## src/rtl/level_sequencer_pkg.sv

```systemverilog
// Shared game definitions: state encodings and level limits used by the
// sequencer and by the display block's win/blink compare.
package level_sequencer_pkg;

  localparam int LVL_W = 3;
  localparam logic [LVL_W-1:0] MAXLVL_DEF = 3'd5;

  typedef enum logic [1:0] {
    ST_IDLE = 2'd0,
    ST_PLAY = 2'd1,
    ST_WIN  = 2'd2,
    ST_LOSE = 2'd3
  } state_t;

endpackage

```

## src/rtl/btn_edge.sv

```systemverilog
// Two-flop synchroniser followed by a rising-edge detector; a held button
// yields a single one-cycle pulse.
module btn_edge (
  input  logic clk,
  input  logic rst,
  input  logic In,
  output logic Pulse
);

  logic sync1;
  logic sync2;
  logic prev;

  // NOTE: non-blocking assignments make each flop sample the previous stage's
  // old value, which is what turns these three lines into a shift chain.
  always_ff @(posedge clk or posedge rst) begin
    if (rst) begin
      sync1 <= 1'b0;
      sync2 <= 1'b0;
      prev  <= 1'b0;
    end else begin
      sync1 <= In;
      sync2 <= sync1;
      prev  <= sync2;
    end
  end

  assign Pulse = sync2 & ~prev;

endmodule

```

## src/rtl/level_sequencer.sv

```systemverilog
// Game-flow controller: IDLE -> PLAY -> WIN/LOSE with a per-level time limit,
// driving the level bus and status flags for the score display.
module level_sequencer
  import level_sequencer_pkg::*;
#(
  parameter logic [LVL_W-1:0] MAXLVL   = MAXLVL_DEF,
  parameter int               PRE_W    = 20,
  parameter int               TW       = 4,
  parameter logic [TW-1:0]    LVL_TIME = TW'(10)
) (
  input  logic             clk,
  input  logic             rst,
  input  logic             Start,
  input  logic             Hit,
  input  logic             Miss,
  output logic [LVL_W-1:0] Lvl,
  output logic             Playing,
  output logic             Win,
  output logic             Lose,
  output logic [TW-1:0]    TimeLeft
);

  state_t           state;
  logic [PRE_W-1:0] prescaler;
  logic             start_p;
  logic             hit_p;
  logic             miss_p;
  logic             tick;
  logic [LVL_W-1:0] lvl_next;

  btn_edge u_start (.clk(clk), .rst(rst), .In(Start), .Pulse(start_p));
  btn_edge u_hit   (.clk(clk), .rst(rst), .In(Hit),   .Pulse(hit_p));
  btn_edge u_miss  (.clk(clk), .rst(rst), .In(Miss),  .Pulse(miss_p));

  assign tick     = &prescaler;
  assign lvl_next = Lvl + LVL_W'(1);

  // Flags are written alongside every state change so they stay one-hot with state.
  always_ff @(posedge clk or posedge rst) begin
    if (rst) begin
      state     <= ST_IDLE;
      Lvl       <= '0;
      TimeLeft  <= '0;
      prescaler <= '0;
      Playing   <= 1'b0;
      Win       <= 1'b0;
      Lose      <= 1'b0;
    end else begin
      case (state)
        ST_IDLE: begin
          Lvl <= '0;
          if (start_p) begin
            state     <= ST_PLAY;
            Playing   <= 1'b1;
            TimeLeft  <= LVL_TIME;
            prescaler <= '0;
          end
        end

        ST_PLAY: begin
          prescaler <= prescaler + PRE_W'(1);
          if (miss_p) begin
            state   <= ST_LOSE;
            Playing <= 1'b0;
            Lose    <= 1'b1;
          end else if (hit_p) begin
            // A hit landing on the final tick still wins: the timer reloads.
            Lvl      <= lvl_next;
            TimeLeft <= LVL_TIME;
            if (lvl_next == MAXLVL) begin
              state   <= ST_WIN;
              Playing <= 1'b0;
              Win     <= 1'b1;
            end
          end else if (tick) begin
            TimeLeft <= TimeLeft - TW'(1);
            if (TimeLeft == TW'(1)) begin
              state   <= ST_LOSE;
              Playing <= 1'b0;
              Lose    <= 1'b1;
            end
          end
        end

        ST_WIN, ST_LOSE: begin
          if (start_p) begin
            state    <= ST_IDLE;
            Lvl      <= '0;
            TimeLeft <= '0;
            Win      <= 1'b0;
            Lose     <= 1'b0;
          end
        end

        default: begin
          state    <= ST_IDLE;
          Lvl      <= '0;
          TimeLeft <= '0;
          Playing  <= 1'b0;
          Win      <= 1'b0;
          Lose     <= 1'b0;
        end
      endcase
    end
  end

endmodule
```

## config.mk

```make
export PLATFORM = sky130hd
export DESIGN_NAME = level_sequencer
export DESIGN_NICKNAME = d
export VERILOG_FILES = /design/src/rtl/level_sequencer_pkg.sv /design/src/rtl/btn_edge.sv /design/src/rtl/level_sequencer.sv
export SDC_FILE = /design/constraint.sdc
export NUM_CORES = 1
export LEC_CHECK = 0
export CORE_UTILIZATION = 30
export CTS_BUF_LIST = sky130_fd_sc_hd__clkbuf_4 sky130_fd_sc_hd__clkbuf_8
export CTS_CLUSTER_DIAMETER = 200
export DETAILED_ROUTE_END_ITERATION = 8
export PLACE_DENSITY = 0.52
export SLEW_MARGIN = 20
export SYNTH_ARGS = -nofsm -noshare
export SYNTH_HDL_FRONTEND = slang
export SYNTH_SLANG_ARGS = --single-unit
```

## constraint.sdc

```tcl
create_clock -name clk -period 2.5 [get_ports clk]
set_clock_uncertainty 0.2 [all_clocks]
set_input_delay 0.25 -clock clk [delete_from_list [all_inputs] [get_ports clk]]
set_output_delay 0.25 -clock clk [all_outputs]
set_load 0.1 [all_outputs]
```

# Word level (Yosys, flattened, before mapping)

Cells that the tools add are included.

Register bits: 41
Latch bits: 0
Bits in writable memories: 0
Memory bits (read-only): 0
Input bits: 5
Output and inout port bits: 10
Logic and storage cells: 91
Memories kept: 0

Add/subtract/negate cells: 3
Multiply operators: 0
Div/mod/pow operators: 0
Magnitude comparators: 0
Equal/unequal tests: 17
Shift-type cells: 0
Muxes and demuxes: 37
Bitwise logic cells: 6
Reductions and logical operators: 12

Operator list:

| cell                    | number |
|---|---|
| $pmux W20 S2            | 1 |
| $add A20 B1 Y20 const B | 1 |
| $mux W20                | 1 |
| $mux W4                 | 5 |
| $reduce_and A20 Y1      | 1 |
| $reduce_and A5 Y1       | 4 |
| $mux W1                 | 14 |
| $mux W2                 | 7 |
| $ne A3 B3 Y1 const B    | 4 |
| $ne A4 B4 Y1 const B    | 3 |
| $pmux W4 S3             | 1 |
| $ne A2 B2 Y1 const B    | 5 |
| $mux W3                 | 3 |
| $pmux W3 S3             | 1 |
| $pmux W1 S2             | 3 |
| $pmux W2 S3             | 1 |
| $eq A2 B2 Y1 const B    | 2 |
| $eq A4 B1 Y1 const B    | 1 |
| $reduce_and A4 Y1       | 1 |
| $reduce_bool A2 Y1      | 2 |
| $sub A4 B1 Y4 const B   | 1 |
| $add A3 B1 Y3 const B   | 1 |
| $and A1 B1 Y1           | 3 |
| $eq A3 B3 Y1 const B    | 1 |
| 6 further kinds         | 8 |

# Depth between registers and ports, before layout

Depth after elaboration: 6
Depth in mapped cells: 7
Depth with buffers taken out: 6

# Modules after synthesis

From an unflattened synthesis, not the netlist that was laid out.

Cell total of the unflattened synthesis: 203
Area, all modules: 2048.2 µm²

By module, submodules not included:

| module          | instances | cells an instance | area each (µm²) | seq. area each (µm²) |
|---|---|---|---|---|
| level_sequencer | 1         | 188               | 1770.4          | 800.8 |
| btn_edge        | 3         | 5                 | 92.6            | 75.1 |

# Worst setup path before layout

OpenSTA, ideal clock, no wires.

Kind: flip-flop to flip-flop
Start point: reg Lvl[1]
End point: reg Playing
Library setup time: 0.120 ns
Data arrival time: 1.928 ns
Data required time: 2.180 ns
Path slack: 0.251 ns
Cell stages (with the launch flop): 6
Path buffers: 0
Period minus slack after synthesis: 2.249 ns
Cell sequence: dfrtp_1 ha_1 xor2_1 nand2_1 a221o_1 o21a_1

Cells in the longest elaborated chain, start to end: 4

Ends and longest elaborated chain:

| item                               | line                  | text |
|---|---|---|
| start, declared                    | level_sequencer.sv:16 | `output logic [LVL_W-1:0] Lvl,` |
| start signal, assigned             | level_sequencer.sv:68 | `Lvl <= lvl_next;` |
| $add A3 B1 Y3                      | level_sequencer.sv:36 | `assign lvl_next = Lvl + LVL_W'(1);` |
| $eq A3 B3 Y1                       | level_sequencer.sv:70 | `if (lvl_next == MAXLVL) begin` |
| $ne A4 B4 Y1 (no source line)      | --                    |  |
| $reduce_and A5 Y1 (no source line) | --                    |  |
| end signal, assigned               | level_sequencer.sv:45 | `Playing <= 1'b0;` |
| end signal, assigned               | level_sequencer.sv:72 | `Playing <= 1'b0;` |
| end signal, assigned               | level_sequencer.sv:79 | `Playing <= 1'b0;` |
| end, declared                      | level_sequencer.sv:17 | `output logic Playing,` |

No other way between the ends.
A chain may end at the register's enable or synchronous reset.

# Worst setup path in the final report

Start point: reg prescaler[0]
End point: reg TimeLeft[1]

Cells in the longest elaborated chain, start to end: 3

Ends and longest elaborated chain:

| item                               | line                  | text |
|---|---|---|
| start, declared                    | level_sequencer.sv:24 | `logic [PRE_W-1:0] prescaler;` |
| start signal, assigned             | level_sequencer.sv:61 | `prescaler <= prescaler + PRE_W'(1);` |
| $reduce_and A20 Y1                 | level_sequencer.sv:35 | `assign tick = &prescaler;` |
| $ne A3 B3 Y1 (no source line)      | --                    |  |
| $reduce_and A4 Y1 (no source line) | --                    |  |
| end signal, assigned               | level_sequencer.sv:76 | `TimeLeft <= TimeLeft - TW'(1);` |
| end, declared                      | level_sequencer.sv:20 | `output logic [TW-1:0] TimeLeft` |

No other way between the ends.

==> out/metrics.yaml <==
status:
  status: "complete, no violations"
sta:
  tns_ps: 0
  relSlewSlack: 0.6517
  final-hold-violation-count: 0
  final-setup-viol-count: 0
  fmax_mhz: 457.1
  rsz0062_at_grt: "no"
  tightest_slew_ps: 522.5
  min_period_ps: 2188
  holdWs_ps: 152.9
  slew_viol_final: 0
  period_share: 0.8750
routing:
  wire_per_inst_um: 13.92
  drtPass1Iterations: 4
  drc_errors: 0
  num_vias: 1597
  drt-total-wl_mm: 4.232
  drtAntennaViolNets: 0
  drtIter0Drc: 71
  routed_via_density: 5.253
yosys:
  yosysTopAreaCellShare: 0.4961
  yosysTopAreaCell: "dfrtp_1"
  synth_fp_nets: 220
  yosysUniqueCellTypes: 46
  syn_avg_cell_area_um2: 9.849
  syn_inst: 210
  ys_seq_area_frac: 0.4961
  ys_warn_count: 0
  synth_edf_count: 0
  syn_area_mm2: 0.002068
  synth_async_sr_flop_share: 1.000
  yosys-top-cells-area: "dfrtp_1, o21ai_0, nand2_1"
  synth_seq_cells: 41
  ys.flop_type: "dfrtp_1"
power_and_ir_drop:
  power.density_mw_per_mm2: 1145
  vdd_drop_max_v: 0.0005306
  p_leak_nw: 1.057
  power_mw: 2.747
floorplan:
  ios: 15
  fp.dieArea_mm2: 0.007230
  core_mm2: 0.006495
  rows: 29
  dieWidth_um: 85.03
  fp.dieH_um: 85.03
  initial_core_util: 0.3184
clock_network:
  clkTransAtPathRegs_ps: 90
  numCtsBuffers: 5
  clk_latency_ps: 290
  post-cts-setup-buffers: 0
  cts_resized: 0
  cts_tree: "yes"
  htreeDepth: 2
  clockBufferDepth: 2
  root_buffer: "clkbuf_8"
  cts.hold.buffers_added: 0
  cts.sink_count: 41
placement:
  hpwl_mm: 2.910
  post-place-cells: 296
  gp_congestion: 0.7726
  io_buffers: 14
setup_path:
  critical_path_class: "flip-flop to flip-flop"
  cp.required_ps: 2470
  cp-start-kind: "flip-flop"
  critPathSlowestCell: "dfrtp_1"
  cp_max_fo: 6
  cp-end-kind: "flip-flop"
  cp.arrival_ps: 2160
  reg2reg_depth: 6
  slowest_delay_ps: 410
  crit_chain: "ha_1 > and4_1 > and4bb_1 > a21oi_1 > nor2_2 > mux2_2"
cells_and_area:
  area_delta_synth_final_pct: 16.03
  fin_nets: 236
  final_util: 0.3695
  instances_no_fill: 304
  antenna_cells: 0
  drive_gt1_frac: 0.1674
grt:
  globalRoute.totalOverflow: 0
  grt_pass1_vias: 1529
  grt_usage: 0.1291
  gr-usage-met3: 0.02626
  use_met2: 0.2009
  grt-busiest-layer: "met2"
  grt_first_pass_wirelength_mm: 7.410
  met1_usage: 0.1784
  grt_max_degree: 42
  antenna_found_initial: 0
run:
  max-cap-violations: 0
hold_path:
  worstHoldPathCells: 0
  hold_class: "flip-flop to flip-flop"
## cell type report
cell class | instances | area (um2)
Inverter | 8 | 30.03
Clock buffer | 6 | 82.58
Timing Repair Buffer | 23 | 182.7
Multi-Input combinational cell | 147 | 944.7
Clock inverter | 2 | 37.54
Sequential cell | 41 | 1026
Tap cell | 77 | 96.34
Fill cell | 634 | 4095
## power breakdown
group | internal (mW) | leakage, nW | switching, mW
clock network | 0.325 | 0.0574 | 0.232
registers | 0.783 | 0.525 | 0.134
logic | 0.384 | 0.474 | 0.890
## flip-flops by register name (all words and copies together) (netlist names), 2 cells and up
register,count
Lvl,3
TimeLeft,4
prescaler,20
state,2
## cell usage in the layout (no fill, tap or decap), types with 2 or more instances in the layout
cell type         n
mux2_2            3
a21oi_1           6
clkdlybuf4s50_1   4
ha_1              5
clkbuf_8          6
a31oi_1           5
xnor2_1           2
and4_1            2
o41ai_1           3
nand3_1          13
buf_4            19
nor3_1            6
a41oi_1           3
nand2b_1          4
dfrtp_1          41
nor2b_1           3
and3_1            2
nand2_1          19
xor2_1            2
mux2i_1           3
inv_1             8
nor2_1           11
a22o_1            3
nand4_1           7
o21ai_0          26
## critical path: cells and delay by family (launching register included)
family | cells | cell delay (ps)
AOI/OAI and AO/OA | 1 | 130
and+or+nand+nor | 3 | 720
muxes | 1 | 340
adders and majority gates | 1 | 270
DFF | 1 | 410
## cell families after synthesis
family	count (synthesis)	synth area share
and+or+nand+nor	75	0.1942
AOI/OAI and AO/OA	57	0.1845
DFF	41	0.4961
buffers and inverters	22	0.04719
muxes	6	0.03085
adders and majority gates	5	0.03025
xor gates and xnor gates	4	0.01694
## synthesized netlist by cell type (all sizes together), types with 2 or more instances
cell type,number
o21ai,26
a22o,4
buf,6
dfrtp,41
and3,3
a41oi,4
nor2,12
nor3,7
nor2b,3
a31oi,5
nand2b,4
nand2,19
nand3,13
o41ai,3
clkbuf,8
mux2,3
ha,5
and4,3
nand4,7
xnor2,2
mux2i,3
xor2,2
a21oi,6
inv,8
## per-stage QoR
step                setup WS, ps  cell area [um2]
floorplan                  251.3             2068
global placement           373.1             2280
detailed placement         328.5             2280
CTS                        307.1             2400
global route               188.6             2400
finish                     312.4             2400
## layer usage
metal / part of all wire / vias to the layer above
met4: 0.0097 / 0
met1: 0.51 / 775
met5: 0 / -
met2: 0.45 / 21
met3: 0.029 / 2
li1: - / 799
## path summary, 6_finish.rpt
check,start,to,slack (ps)
setup / recovery,prescaler[0]$_DFFE_PP0P_,TimeLeft[1]$_DFFE_PP0P_,310
hold / removal,u_miss.sync1$_DFF_PP0_,u_miss.sync2$_DFF_PP0_,150
setup reg to reg,prescaler[0]$_DFFE_PP0P_,TimeLeft[1]$_DFFE_PP0P_,310
hold reg to reg,u_miss.sync1$_DFF_PP0_,u_miss.sync2$_DFF_PP0_,150
max in group asynchronous,rst,TimeLeft[2]$_DFFE_PP0P_,1550
min in group asynchronous,rst,prescaler[0]$_DFFE_PP0P_,190
No activity file was read; power rests on OpenSTA's default activity.
